### src/rtl/timestamp_capture_pkg.sv
// Shared defaults and types for the timestamp capture block.
// Optional synchroniser selected with TIMESTAMP_CAPTURE_SYNC_EN (see timestamp_capture.sv).
package timestamp_capture_pkg;

    localparam int unsigned TS_W_DEFAULT  = 51;
    localparam int unsigned DEPTH_DEFAULT = 4;

    typedef logic [TS_W_DEFAULT-1:0] ts_t;

    // Width of an occupancy counter able to hold 0..depth inclusive.
    function automatic int unsigned level_width(input int unsigned depth);
        return $clog2(depth) + 1;
    endfunction

endpackage

### src/rtl/ts_fifo.sv
// Timestamp storage: power-of-two circular buffer with occupancy count and synchronous clear.
// Read data is forced to zero while empty so the head output is defined after reset/clear.
module ts_fifo
    import timestamp_capture_pkg::*;
#(
    parameter int unsigned WIDTH = TS_W_DEFAULT,
    parameter int unsigned DEPTH = DEPTH_DEFAULT
) (
    input  logic                     clk,
    input  logic                     rst,
    input  logic                     clr,
    input  logic                     push,
    input  logic [WIDTH-1:0]         push_data,
    input  logic                     pop,
    output logic [WIDTH-1:0]         pop_data,
    output logic                     full,
    output logic                     empty,
    output logic [$clog2(DEPTH):0]   level
);

    localparam int unsigned AW = $clog2(DEPTH);
    localparam logic [AW:0] FullLevel = (AW + 1)'(DEPTH);

    if (DEPTH < 2 || (DEPTH & (DEPTH - 1)) != 0) begin : g_bad_depth
        $error("ts_fifo: DEPTH must be a power of two and at least 2");
    end

    logic [WIDTH-1:0] mem_q [DEPTH];
    logic [AW-1:0]    wr_ptr_q;
    logic [AW-1:0]    rd_ptr_q;
    logic [AW:0]      level_q;
    logic             do_push;
    logic             do_pop;

    always_comb begin
        empty   = (level_q == '0);
        full    = (level_q == FullLevel);
        do_pop  = pop & ~empty;
        // A full buffer still takes a write when the head leaves in the same cycle.
        do_push = push & (~full | do_pop);
    end

    always_ff @(posedge clk) begin
        if (do_push && !clr) begin
            mem_q[wr_ptr_q] <= push_data;
        end
    end

    always_ff @(posedge clk or posedge rst) begin
        if (rst) begin
            wr_ptr_q <= '0;
            rd_ptr_q <= '0;
            level_q  <= '0;
        end else if (clr) begin
            wr_ptr_q <= '0;
            rd_ptr_q <= '0;
            level_q  <= '0;
        end else begin
            if (do_push) begin
                wr_ptr_q <= wr_ptr_q + 1'b1;
            end
            if (do_pop) begin
                rd_ptr_q <= rd_ptr_q + 1'b1;
            end
            unique case ({do_push, do_pop})
                2'b10:   level_q <= level_q + 1'b1;
                2'b01:   level_q <= level_q - 1'b1;
                default: level_q <= level_q;
            endcase
        end
    end

    assign pop_data = empty ? '0 : mem_q[rd_ptr_q];
    assign level    = level_q;

endmodule

### src/rtl/timestamp_capture.sv
// Captures count_in on each rising edge of event_in into a small FIFO with sticky overflow.
// Define TIMESTAMP_CAPTURE_SYNC_EN to add a two-flop synchroniser ahead of edge detection.
module timestamp_capture
    import timestamp_capture_pkg::*;
#(
    parameter int unsigned TS_W  = TS_W_DEFAULT,
    parameter int unsigned DEPTH = DEPTH_DEFAULT
) (
    input  logic                     clk,
    input  logic                     rst,
    input  logic [TS_W-1:0]          count_in,
    input  logic                     event_in,
    input  logic                     clr,
    output logic [TS_W-1:0]          ts_data,
    output logic                     ts_valid,
    input  logic                     ts_ready,
    output logic [$clog2(DEPTH):0]   level,
    output logic                     overflow
);

    logic ev_s;
    logic ev_prev_q;
    logic edge_det;
    logic push_req;
    logic push;
    logic pop;
    logic drop;
    logic full;
    logic empty;
    logic overflow_q;

`ifdef TIMESTAMP_CAPTURE_SYNC_EN
    logic [1:0] sync_q;

    always_ff @(posedge clk or posedge rst) begin
        if (rst) begin
            sync_q <= '0;
        end else begin
            sync_q <= {sync_q[0], event_in};
        end
    end

    assign ev_s = sync_q[1];
`else
    assign ev_s = event_in;
`endif

    // Keeps tracking the line during clr so a held-high event is not re-detected afterwards.
    always_ff @(posedge clk or posedge rst) begin
        if (rst) begin
            ev_prev_q <= 1'b0;
        end else begin
            ev_prev_q <= ev_s;
        end
    end

    always_comb begin
        edge_det = ev_s & ~ev_prev_q;
        pop      = ts_ready & ~empty;
        push_req = edge_det & ~clr;
        push     = push_req & (~full | pop);
        drop     = push_req & full & ~pop;
    end

    always_ff @(posedge clk or posedge rst) begin
        if (rst) begin
            overflow_q <= 1'b0;
        end else if (clr) begin
            overflow_q <= 1'b0;
        end else if (drop) begin
            overflow_q <= 1'b1;
        end
    end

    ts_fifo #(
        .WIDTH (TS_W),
        .DEPTH (DEPTH)
    ) u_fifo (
        .clk       (clk),
        .rst       (rst),
        .clr       (clr),
        .push      (push),
        .push_data (count_in),
        .pop       (pop),
        .pop_data  (ts_data),
        .full      (full),
        .empty     (empty),
        .level     (level)
    );

    assign ts_valid = ~empty;
    assign overflow = overflow_q;

endmodule

### config.mk
export PLATFORM = sky130hd
export DESIGN_NAME = timestamp_capture
export DESIGN_NICKNAME = d
export VERILOG_FILES = /design/src/rtl/timestamp_capture_pkg.sv /design/src/rtl/ts_fifo.sv /design/src/rtl/timestamp_capture.sv
export SDC_FILE = /design/constraint.sdc
export NUM_CORES = 1
export LEC_CHECK = 0
export ABC_CLOCK_PERIOD_IN_PS = 3490
export CORE_ASPECT_RATIO = 0.9
export CORE_MARGIN = 4
export CORE_UTILIZATION = 60
export CTS_BUF_LIST = sky130_fd_sc_hd__clkbuf_8
export DETAILED_ROUTE_END_ITERATION = 8
export DONT_BUFFER_PORTS = 1
export GPL_TIMING_DRIVEN = 0
export PLACE_DENSITY = 0.75
export SLEW_MARGIN = 20
export SYNTH_ARGS = -nofsm -noshare
export SYNTH_HDL_FRONTEND = slang
export SYNTH_SLANG_ARGS = --single-unit
### constraint.sdc
create_clock -name clk -period 3.49 [get_ports clk]
set_clock_uncertainty 0.1 [all_clocks]
set_input_delay 0.698 -clock clk [delete_from_list [all_inputs] [get_ports clk]]
set_output_delay 0.698 -clock clk [all_outputs]
set_load 0.05 [all_outputs]
==> results.toml, run 1 <==
[detailed_routing]
dr.pass1.iters = 4
vias = 3736
avgRoutedWirePerCell_um = 23.03
drt_iter0_drc = 210
drtAntennaViolNets = 0
routed_wl_mm = 14.26
vias_per_cell = 6.036
route.detailed.drc = 0

[synthesis]
syn_area_sq_um = 8349
synth-async-reset-ratio_pct = 4.225
synth_edf_count = 204
synth_nets = 447
seq_area_frac_synth_pct = 76.07
synth_cells = 386
yosys_warnings = 0
avgSynthCellArea_sq_um = 21.63
ys.flop_type = "edfxtp_1"
ys_seq_elements = 213
yosysUniqueCellTypes = 31

[worst_hold_path]
hold_path.startpoint = "event_in"
hold_end = "ev_prev_q"
hold_class = "in -> reg"
holdPathStages = 0

[setup_path]
crit_type = "reg -> out"
crit_arrival_ns = 2.41
r2r-end = "u_fifo.level[2]"
cp_max_fo = 10
slowest_stage = "dfrtp_2"
cp_data_required_time_ns = 2.69
rr_worst_depth = 8
path_cells = "or3_1, buf_2, clkbuf_2, and2_1"
cp-end-kind = "output port"
reg2reg_slack_ns = 0.92
regToRegStartpoint = "u_fifo.level[1]"
slowest_delay_ns = 0.58
critPathLaunchType = "register"

[power]
power.switching_w = 0.002891
p_sw_share_pct = 37.87
clkPwrFrac_pct = 26.8
peakVddDrop_uv = 537.4
power.density_nw_per_um2 = 816.2
p_int_w = 0.004742
pwr-share-comb_pct = 34.4
leakagePower_nw = 3.047
p_total_w = 0.007633
p_seq_share_pct = 38.8

[placement]
port_buffers = 0
dp_hpwl_mm = 8.621
post-place-ws_ns = 0.1606
dp_cells = 558
place_congestion = 0.7598

[floorplanning]
rows = 40
core_area_sq_um = 13510
ios = 112
die_h_um = 119.9
die-area_sq_um = 15870
die_w_um = 132.3
start_util_pct = 61.79

[cts]
worstSkewPairLatency_ns = 0.48
clk_pin_slew_ns = 0.06
cts_buffers = 35
cts.path.max_buffers = 3
h-tree-depth = 2
cts_tree = "done"
root_buffer = "clkbuf_8"
postCtsSetupRepairBufs = 0
cts.sinks = 213

[sta]
max_slew_margin_pct = 55.01
whs_ns = 0.1387
finalCriticalPeriod_ns = 3.209
rsz0062_at_grt = "no"
slew_violations = 0
setup_slack_ns = 0.2813
setup_viol_count_final = 0
fin_crit_sh_pct = 91.94
worst_pin_slew_ns = 0.6655
timing_hold_violations_final = 0
fmax_mhz = 311.6

[grt]
grt_max_degree = 46
grt_overflow = 0
antenna_found_initial = 0
grt_pass1_wl_mm = 22.98
first_global_vias = 4141
track_usage_pct = 18.87

[finish]
synthToLayoutAreaGrowth_pct = 12.00
utilization_pct = 69.20
drive_above_1_share_pct = 28.16
final_cells = 619
antenna_cells = 0
nets = 489
final.fill_count = 853

[flow_run]
cap_violations = 0

[status]
status = "finished, final reports clean"
## cell type report
cell class | instances | area, sq um | area share, %
flip-flops and latches | 213 | 6355 | 67.96
inverters | 3 | 11.26 | 0.1204
multi-input cells | 151 | 1838 | 19.65
clock inverters | 22 | 140.1 | 1.499
well taps | 168 | 210.2 | 2.248
plain buffers | 19 | 168.9 | 1.806
clock buffers | 38 | 523.0 | 5.593
repair buffers | 5 | 105.1 | 1.124
## placed cells by master (no fill, tap or decap), types with 3 or more instances in the layout
| cell type | instances |
|---|---|
| clkinv_2 | 4 |
| o21ai_0 | 3 |
| clkbuf_1 | 6 |
| nor2_1 | 8 |
| and2_1 | 45 |
| inv_1 | 14 |
| nand2_1 | 4 |
| and2_4 | 4 |
| and2_2 | 7 |
| clkinv_1 | 5 |
| edfxtp_1 | 204 |
| dfrtp_1 | 6 |
| ha_1 | 4 |
| dfrtp_2 | 3 |
| buf_12 | 7 |
| nand3_1 | 3 |
| mux4_2 | 48 |
| buf_2 | 6 |
| clkbuf_8 | 38 |
| mux4_1 | 3 |
## routing by layer
metal / vias to the layer above / track usage [%] / part of all wire, %
li1: 1644 / - / -
met1: 1952 / 23.37 / 39
met2: 117 / 31.35 / 51
met3: 23 / 7.502 / 9.2
met4: 0 / 5.195 / 1.5
met5: - / 0 / 0
## how the worst max path moves through the flow
stage / startpoint / to / slack [ns] / cells past startpoint
6_report: u_fifo.level[2] / ts_data[47] / 0.28 / 4
5_1_grt: u_fifo.level[2] / ts_data[47] / 0.14 / 4
4_1_cts: u_fifo.level[0] / ts_data[46] / 0.002 / 4
3_5_place_dp: u_fifo.level[2] / ts_data[46] / 0.16 / 4
3_3_place_gp: u_fifo.level[0] / u_fifo.mem_q[0][40] / -0.47 / 3
2_1_floorplan: u_fifo.level[0] / ts_data[41] / 0.57 / 4
## registers in the layout (all words and copies together) (netlist names)
register and cells:
u_fifo.level 3, u_fifo.mem_q 204, u_fifo.wr_ptr_q 2, u_fifo.rd_ptr_q 2, ev_prev_q 1, overflow 1
## worst max-delay path: cells and delay by family, from the launching register on
| family | cells | cell delay [ns] |
|---|---|---|
| flops | 1 | 0.58 |
| simple gates | 2 | 0.69 |
| buf+inv | 2 | 0.65 |
## power by group through the flow
stage	clock network (W)	logic [W]	registers (W)
2_1_floorplan	0	0.00233	0.00300
3_3_place_gp	0	0.00264	0.00301
3_5_place_dp	0	0.00267	0.00301
4_1_cts	0.00209	0.00267	0.00296
5_1_grt	0.00225	0.00279	0.00297
6_report	0.00204	0.00263	0.00296
## timing repair
item                       4_1_cts  5_1_grt
hold buffers                     1        0
pin swaps                        0        0
gates resized for setup          2        9
setup endpoints to repair        9       41
hold endpoints to repair         9        0
## cell families (layout without fill, tap and decap cells)
logic type	after synthesis	count (layout)	synth area share, %
compound gates	8	8	0.5995
xor+xnor	4	4	0.4197
fa+ha+maj	5	5	0.8392
buf+inv	22	87	2.143
flops	213	213	76.07
mux	53	53	14.19
simple gates	81	81	5.740
## cells in the mapped netlist, types with 2 or more instances
cell / n / area (sq um)
clkbuf_1: 7 / 26.28
edfxtp_1: 204 / 6126
nand2b_1: 2 / 12.51
mux4_2: 48 / 1081
buf_2: 6 / 30.03
nand3_1: 3 / 15.01
xor2_1: 2 / 17.52
nor2_1: 8 / 30.03
mux4_1: 3 / 78.83
buf_12: 5 / 100.1
ha_1: 4 / 50.05
a21oi_1: 2 / 10.01
nor4b_1: 2 / 17.52
nand2_1: 4 / 15.01
and2_1: 56 / 350.3
nor2b_1: 2 / 12.51
xnor2_1: 2 / 17.52
dfrtp_1: 9 / 225.2
inv_1: 3 / 11.26
o21ai_0: 3 / 15.01
## per-stage QoR
step	instance area, sq um	setup TNS (ns)
global placement	8559	-91.00
finish	9351	0
detailed placement	8665	0
global route	9351	0
floorplan	8349	0
CTS	9340	0
Note: power is estimated with default switching activity, not from simulation.
==> run 2: changes to the inputs <==
--- a/config.mk
+++ b/config.mk
@@ -6,14 +6,16 @@
 export NUM_CORES = 1
 export LEC_CHECK = 0
 export ABC_CLOCK_PERIOD_IN_PS = 3490
+export CELL_PAD_IN_SITES_DETAIL_PLACEMENT = 2
+export CELL_PAD_IN_SITES_GLOBAL_PLACEMENT = 2
 export CORE_ASPECT_RATIO = 0.9
 export CORE_MARGIN = 4
-export CORE_UTILIZATION = 60
+export CORE_UTILIZATION = 50
 export CTS_BUF_LIST = sky130_fd_sc_hd__clkbuf_8
 export DETAILED_ROUTE_END_ITERATION = 8
 export DONT_BUFFER_PORTS = 1
 export GPL_TIMING_DRIVEN = 0
-export PLACE_DENSITY = 0.75
+export PLACE_DENSITY = 0.8
 export SLEW_MARGIN = 20
 export SYNTH_ARGS = -nofsm -noshare
 export SYNTH_HDL_FRONTEND = slang
==> results.toml, run 2 (same netlist as run 1, synthesis figures left out) <==
[worst_hold_path]
hold_end = "ev_prev_q"
hold_class = "in -> reg"
hold_path.startpoint = "event_in"
holdPathStages = 0

[grt]
antenna_found_initial = 2
grt_max_degree = 34
track_usage_pct = 21.37
grt_pass1_wl_mm = 28.97
first_global_vias = 4480
grt_overflow = 0

[floorplanning]
core_area_sq_um = 16240
rows = 44
die_w_um = 144.2
start_util_pct = 51.41
die_h_um = 130.6
ios = 112
die-area_sq_um = 18830

[finish]
largest_reg_flops = 204
finalInstanceArea_sq_um = 9363
final.fill_count = 1264
largest-register = "u_fifo.mem_q"
synthToLayoutAreaGrowth_pct = 12.14
final_cells = 657
drive_above_1_share_pct = 26.00
antenna_cells = 0
utilization_pct = 57.65
final_common_cell = "edfxtp_1"
final_cell_mix = "edfxtp_1 (204), and2_1 (52), mux4_2 (48)"
nets = 489

[setup_path]
crit_type = "reg -> out"
r2r-end = "u_fifo.level[2]"
reg2reg_slack_ns = 0.84
cp_data_required_time_ns = 2.69
critPathLaunchType = "register"
regToRegStartpoint = "u_fifo.level[1]"
rr_worst_depth = 8
crit_arrival_ns = 2.56
cp-end-kind = "output port"
cp_max_fo = 10

[sta]
max_slew_margin_pct = 48.32
slew_violations = 0
finalCriticalPeriod_ns = 3.360
timing_hold_violations_final = 0
rsz0062_at_grt = "no"
fin_crit_sh_pct = 96.27
fmax_mhz = 297.6
setup_viol_count_final = 0
setup_slack_ns = 0.1302
worst_pin_slew_ns = 0.7645

[placement]
port_buffers = 0
dpl_cell_area_sq_um = 8698
dp_cells = 597
place_congestion = 0.7081
post-place-ws_ns = 0.03060
dp_hpwl_mm = 12.83

[detailed_routing]
dr.pass1.iters = 4
routed_wl_mm = 19.40
drt_iter0_drc = 279
avgRoutedWirePerCell_um = 29.52
vias_per_cell = 5.863
drtAntennaViolNets = 0
vias = 3852
route.detailed.drc = 0

[cts]
h-tree-depth = 2
cts.sinks = 213
worstSkewPairLatency_ns = 0.50
root_buffer = "clkbuf_8"
cts_buffers = 35
clk_pin_slew_ns = 0.07
cts_tree = "done"
postCtsSetupRepairBufs = 0
cts.path.max_buffers = 3

[power]
peakVddDrop_uv = 418.0
power.density_nw_per_um2 = 825.2
leakagePower_nw = 3.012
p_total_w = 0.007726

[status]
status = "finished, final reports clean"

[flow_run]
cap_violations = 0
[run 2: cell count changes in the layout (fill, tap and decap cells not counted), sizes merged]
| cell | delta |
|---|---|
| clkinv | +1 |
| clkbuf | -1 |
| clkinvlp | +1 |
| inv | -2 |
[run 2: what timing repair did]
action	4_1_cts	5_1_grt
hold buffers	1	0
hold endpoints to repair	9	0
endpoints found under the setup margin	49	0
gates resized for setup	4	0
[run 2: worst max path at each step]
stage	slack [ns]	start	end
6_report	0.13	u_fifo.level[1]	ts_data[45]
4_1_cts	0.05	u_fifo.level[2]	ts_data[47]
3_3_place_gp	-0.57	u_fifo.level[1]	u_fifo.mem_q[1][39]
2_1_floorplan	0.57	u_fifo.level[0]	ts_data[41]
3_5_place_dp	0.03	u_fifo.level[1]	ts_data[45]
5_1_grt	0.0009	u_fifo.level[2]	ts_data[47]
[run 2: through the flow]
stage                     hold WS (ns)  TNS (ns)
after floorplan                 0.4259         0
after global placement          0.4664   -113.58
after detailed placement        0.4789         0
after CTS                      0.08828         0
after global routing           0.08039         0
final                           0.1179         0
[run 2: worst max-delay path: stages, from the launching register on]
cell and delay [ns]:
dfrtp_2 0.60, or3_1 0.18, buf_2 0.25, clkbuf_2 0.46
and2_1 0.55
[run 2: report_power, final]
| part | internal [W] | total [W] | leakage (nW) | switching (W) |
|---|---|---|---|---|
| logic | 0.000715 | 0.00270 | 0.692 | 0.00199 |
| registers | 0.00287 | 0.00297 | 1.96 | 0.000102 |
| clock network | 0.00112 | 0.00205 | 0.360 | 0.000927 |
| total | 0.00471 | 0.00773 | 3.01 | 0.00302 |
[run 2: final cells by class]
type,instances,area [sq um],share of cell area (%)
flip-flops and latches,213,6355,67.87
multi-input cells,151,1829,19.54
clock buffers,37,509.2,5.439
well taps,207,259.0,2.766
plain buffers,19,168.9,1.804
clock inverters,22,140.1,1.497
repair buffers,5,90.09,0.9622
inverters,3,11.26,0.1203
[run 2: metal layers]
metal / global-route usage, % / part of all wire, % / wire (um) / up-vias
li1: - / - / - / 1636
met1: 26.35 / 39 / 7480 / 2039
met2: 36.45 / 51 / 9957 / 148
met3: 7.424 / 8.5 / 1646 / 29
met4: 5.815 / 1.6 / 311 / 0
met5: 0 / 0 / 0 / -
